**src/rtl/req_rsp_loopback_mc.sv**
```systemverilog
// Multi-channel request/response loopback with a DEPTH-entry FIFO per channel.
// Each channel optionally transforms beats at enqueue (mode sampled at push)
// and returns them in order on its own valid/ready response port.

module req_rsp_loopback_lane #(
    parameter int DATA_W = 32,
    parameter int DEPTH  = 4,
    parameter int CNT_W  = 16,
    parameter int CH     = 0,
    localparam int AW    = $clog2(DEPTH),
    localparam int LW    = AW + 1
) (
    input  logic              clock,
    input  logic              reset_n,
    input  logic              flush,
    input  logic              run,
    input  logic [1:0]        mode,
    input  logic              req_valid,
    output logic              req_ready,
    input  logic [DATA_W-1:0] req_data,
    output logic              rsp_valid,
    input  logic              rsp_ready,
    output logic [DATA_W-1:0] rsp_data,
    output logic [LW-1:0]     level,
    output logic [CNT_W-1:0]  rsp_count
);

    logic [DATA_W-1:0] mem [DEPTH];
    logic [AW-1:0]     wptr;
    logic [AW-1:0]     rptr;
    logic [DATA_W-1:0] wdata;
    logic              push;
    logic              pop;

    // Ready comes only from registered state; flush masks it so no beat is
    // accepted (and therefore lost) in a flush cycle. Full never falls through.
    assign req_ready = run & ~flush & (level < LW'(DEPTH));
    assign rsp_valid = (level != '0);
    assign rsp_data  = mem[rptr];
    assign push      = req_valid & req_ready;
    assign pop       = rsp_valid & rsp_ready & ~flush;

    // Transform applied on the way into the FIFO so later mode changes
    // leave queued entries untouched.
    always_comb begin
        wdata = req_data;
        case (mode)
            2'd0:    wdata = req_data;
            2'd1:    wdata = req_data + DATA_W'(1);
            2'd2:    wdata = ~req_data;
            default: wdata = req_data ^ DATA_W'(CH);
        endcase
    end

    // Storage is cleared on reset so the head never presents X.
    always_ff @(posedge clock or negedge reset_n) begin
        if (!reset_n) begin
            for (int i = 0; i < DEPTH; i++) mem[i] <= '0;
        end else if (push) begin
            mem[wptr] <= wdata;
        end
    end

    // Pointers and occupancy; flush empties the FIFO and wins over any transfer.
    always_ff @(posedge clock or negedge reset_n) begin
        if (!reset_n) begin
            wptr  <= '0;
            rptr  <= '0;
            level <= '0;
        end else if (flush) begin
            wptr  <= '0;
            rptr  <= '0;
            level <= '0;
        end else begin
            if (push) wptr <= wptr + AW'(1);
            if (pop)  rptr <= rptr + AW'(1);
            case ({push, pop})
                2'b10:   level <= level + LW'(1);
                2'b01:   level <= level - LW'(1);
                default: level <= level;
            endcase
        end
    end

    // Completed-response counter; survives flush, wraps naturally.
    always_ff @(posedge clock or negedge reset_n) begin
        if (!reset_n)  rsp_count <= '0;
        else if (pop)  rsp_count <= rsp_count + CNT_W'(1);
    end

endmodule

module req_rsp_loopback_mc #(
    parameter int DATA_W = 32,
    parameter int DEPTH  = 4,
    parameter int NUM_CH = 2,
    parameter int CNT_W  = 16,
    localparam int LW    = $clog2(DEPTH) + 1
) (
    input  logic                     clock,
    input  logic                     reset_n,
    input  logic                     flush,
    input  logic [1:0]               mode,
    input  logic [NUM_CH-1:0]        req_valid,
    output logic [NUM_CH-1:0]        req_ready,
    input  logic [NUM_CH*DATA_W-1:0] req_data,
    output logic [NUM_CH-1:0]        rsp_valid,
    input  logic [NUM_CH-1:0]        rsp_ready,
    output logic [NUM_CH*DATA_W-1:0] rsp_data,
    output logic [NUM_CH*LW-1:0]     level,
    output logic [NUM_CH*CNT_W-1:0]  rsp_count
);

    logic run;

    // Ready is held low through reset and the deassertion cycle, then set
    // on the first clock edge out of reset.
    always_ff @(posedge clock or negedge reset_n) begin
        if (!reset_n) run <= 1'b0;
        else          run <= 1'b1;
    end

    for (genvar g = 0; g < NUM_CH; g++) begin : g_lane
        req_rsp_loopback_lane #(
            .DATA_W (DATA_W),
            .DEPTH  (DEPTH),
            .CNT_W  (CNT_W),
            .CH     (g)
        ) u_lane (
            .clock     (clock),
            .reset_n   (reset_n),
            .flush     (flush),
            .run       (run),
            .mode      (mode),
            .req_valid (req_valid[g]),
            .req_ready (req_ready[g]),
            .req_data  (req_data[g*DATA_W +: DATA_W]),
            .rsp_valid (rsp_valid[g]),
            .rsp_ready (rsp_ready[g]),
            .rsp_data  (rsp_data[g*DATA_W +: DATA_W]),
            .level     (level[g*LW +: LW]),
            .rsp_count (rsp_count[g*CNT_W +: CNT_W])
        );
    end

endmodule

```
**config.mk**
```make
export PLATFORM = sky130hd
export DESIGN_NAME = req_rsp_loopback_mc
export DESIGN_NICKNAME = d
export VERILOG_FILES = /design/src/rtl/req_rsp_loopback_mc.sv
export SDC_FILE = /design/constraint.sdc
export NUM_CORES = 1
export LEC_CHECK = 0
export CORE_ASPECT_RATIO = 1.75
export CORE_MARGIN = 5
export CORE_UTILIZATION = 57
export CTS_CLUSTER_SIZE = 24
export DETAILED_ROUTE_END_ITERATION = 8
export PLACE_DENSITY = 0.81
export SYNTH_ARGS = -nofsm -noshare
export SYNTH_HDL_FRONTEND = slang
export SYNTH_HIERARCHICAL = 1
export SYNTH_SLANG_ARGS = --single-unit
```
**constraint.sdc**
```tcl
create_clock -name clock -period 2.7 [get_ports clock]
set_input_delay 0.54 -clock clock [delete_from_list [all_inputs] [get_ports clock]]
set_output_delay 0.54 -clock clock [all_outputs]
set_load 0.03 [all_outputs]
```
==> impl_metrics.csv <==
group,metric,value,unit
min_path,min_from,"g_lane[0].u_lane/mem[1]",
yosys,synthArstFlopShare,100.0,%
sta,setup_viol,0,
yosys,ys_seq_area_share,48.70,%
place,portBuffers,178,
grt,grt_antenna_before_repair,1,
drt,vias,12927,
floorplan,fp.dieW,134.9,um
place,dpl.hpwl,31030,um
critical_path,critical_path_class,"flip-flop to output port",
critical_path,reg2reg_to,"g_lane[0].u_lane/level[2]",
clocking,cts-root-buf,"clkbuf_16",
floorplan,dieArea,30850,um^2
power,sw_frac_of_total,35.09,%
final_layout,post-route-util,74.09,%
outcome,status,"complete, no violations",
drt,drc,0,
sta,worst_slew_pin_slew,0.6752,ns
sta,finalMaxSlewViolations,0,
drt,wl_per_cell,19.98,um
clocking,h-tree-depth,1,
power,p_seq_share,34.5,%
clocking,clockBufferDepth,3,
critical_path,cp.required,2.16,ns
power,total_power,0.01934,W
sta,worst_clock_skew,0.01183,ns
critical_path,cp.arrival,2.05,ns
sta,fin_ws,0.1080,ns
grt,grt_pass1_wl,69940,um
power,power_leakage,8.986,nW
final_layout,n_fill_cell,1831,
critical_path,worst-r2r-cell-count,7,
final_layout,drive_gt1_share,24.45,%
final_layout,area_growth_syn_to_layout,29.08,%
clocking,numClockSinks,303,
floorplan,dieHeight,228.6,um
grt,overflow,0,
drt,drt_iter0_drc,991,
clocking,path_clk_slew,0.06,ns
clocking,tritoncts,"done",
critical_path,start_kind,"flip-flop",
final_layout,nNetsFinal,1847,
power,switching_power,0.006787,W
sta,layout_min_cycle_time,2.592,ns
yosys,synth_ff_type,"dfrtp_1",
sta,hold_viol_final,0,
power,p_int,0.01256,W
grt,grt_pass1_vias,13372,
critical_path,cp-end-kind,"output port",
critical_path,r2r-start,"g_lane[0].u_lane/level[1]",
sta,rsz0062_at_grt,"no",
drt,ant_nets,0,
yosys,ys_types,66,
final_layout,antennaDiodeCount,0,
critical_path,crit_fanout,6,
sta,timing.hold.ws,0.4702,ns
drt,dr.pass1.iters,8,
power,peakVddDrop,720.1,uV
power,combPwrFrac,43.8,%
flow_run,drv_cap,0,
yosys,synth_edf_count,0,
yosys,ys_warn_count,6,
floorplan,start_util,57.39,%
place,pre_cts_ws,-0.3157,ns
yosys,synth-seq-cells,303,
clocking,cts_buffers,28,
min_path,hold_end,"g_lane[0].u_lane/mem[1]",
critical_path,r2r_slack,0.28,ns
min_path,holdPathStages,2,
drt,vias_per_cell,6.018,
min_path,hold_path_class,"flip-flop to flip-flop",
floorplan,row_count,80,
yosys,synth_area,15570,um^2
grt,grt_max_degree,71,
final_layout,layout_commonest_cell,"dfrtp_1",
yosys,synth_nets,1585,
place,gp_congestion,0.9621,
power,power_density,962.5,nW/um^2
sta,fmax,0.3858,GHz
drt,wl,42930,um
yosys,synth_area_per_cell,10.41,um^2
floorplan,core-area,27130,um^2
clocking,cts_setup_buffers,0,
power,pwr-share-clk,21.8,%
clocking,clk_latency,0.55,ns
yosys,syn_inst,1496,
grt,grt_usage,28.10,%
critical_path,startpoint,"g_lane[1].u_lane/level[2]",
sta,max_slew_margin,54.60,%
floorplan,io_pins,179,
final_layout,final_cell_mix,"dfrtp_1 (301), nand2_1 (270), buf_4 (169)",
sta,fin_crit_sh,96.00,%
-- state kept, by name (all words and copies together) (netlist names) --
name / count
g_lane.u_lane/mem: 256
g_lane.u_lane/wptr: 4
g_lane.u_lane/level: 6
g_lane.u_lane/rptr: 4
run: 1
g_lane.u_lane/rsp_count: 32
-- worst max-delay path, stage by stage (launching register included) --
cell,delay [ns]
dfrtp_1,0.43
or3_1,0.44
clkdlybuf4s50_1,0.64
-- worst max-delay path by stage --
stage,to,slack [ns],cells past startpoint
5_1_grt,rsp_data[38],0.04,3
2_1_floorplan,g_lane[0].u_lane/level[2],0.06,8
6_report,rsp_valid[1],0.11,2
3_5_place_dp,g_lane[0].u_lane/mem[92],-0.32,8
3_3_place_gp,g_lane[0].u_lane/mem[60],-0.28,8
4_1_cts,rsp_data[30],0.004,3
-- stage by stage --
stage,instances,setup TNS (ns),cell area (um^2)
detailed placement,2096,-17.21,19090
global route,2148,0,20100
floorplan,1496,0,15570
CTS,2148,0,20090
global placement,2096,-11.87,19090
finish,2148,0,20100
-- metal layers --
layer	share of wire, %	wire (um)	track usage (%)	up-vias
li1	-	-	-	5876
met1	35	14890	31.37	6393
met2	56	23880	52.98	513
met3	5.5	2372	3.855	145
met4	4.1	1780	11.32	0
met5	0	0	0	-
-- final cells by class --
class / instances / area, um^2 / area share, %
multi-input combinational: 1073 / 7523 / 37.44
sequential: 303 / 7585 / 37.74
inverter: 16 / 60.06 / 0.2988
tap: 369 / 461.7 / 2.297
clock buffer: 45 / 885.9 / 4.408
clock inverter: 6 / 105.1 / 0.5230
timing repair buffer: 336 / 3476 / 17.30
-- cell families after synthesis --
group / after synthesis / synth area share (%)
XOR/XNOR: 64 / 3.600
multiplexers: 156 / 15.81
adder cells (fa/ha/maj): 16 / 1.382
AND/OR/NAND/NOR: 550 / 16.56
buffers and inverters: 120 / 3.014
other: 1 / 0.02409
AO/OA/AOI/OAI: 286 / 10.91
flip-flops: 303 / 48.70
-- what timing repair did --
action	in CTS	in global routing
resized for setup	1	1
setup endpoints to repair	1	10
endpoints found under the hold margin	61	0
hold buffers	1	0
pin swaps	0	0
-- Yosys cell counts (19+ instances only) --
library cell	instances	area share [%]
clkbuf_1	77	1.9
xnor2_1	30	1.7
a31oi_1	28	1.1
dfrtp_1	303	49
xor2_1	34	1.9
nand3_1	33	1.1
mux4_2	64	9.3
mux2_2	79	5.7
nand2_1	270	6.5
nand4_1	24	0.96
nor2_1	98	2.4
nor4_1	19	0.76
a21oi_1	44	1.4
o21ai_0	144	4.6
nor3_1	20	0.64
-- power groups by stage --
stage | clock network (W) | logic (W) | registers (W)
CTS | 0.00430 | 0.00856 | 0.00667
global placement | 0 | 0.00831 | 0.00661
floorplan | 0 | 0.00467 | 0.00665
detailed placement | 0 | 0.00851 | 0.00674
global route | 0.00449 | 0.00898 | 0.00683
finish | 0.00421 | 0.00847 | 0.00666
Note: power is estimated with default switching activity, not from simulation.
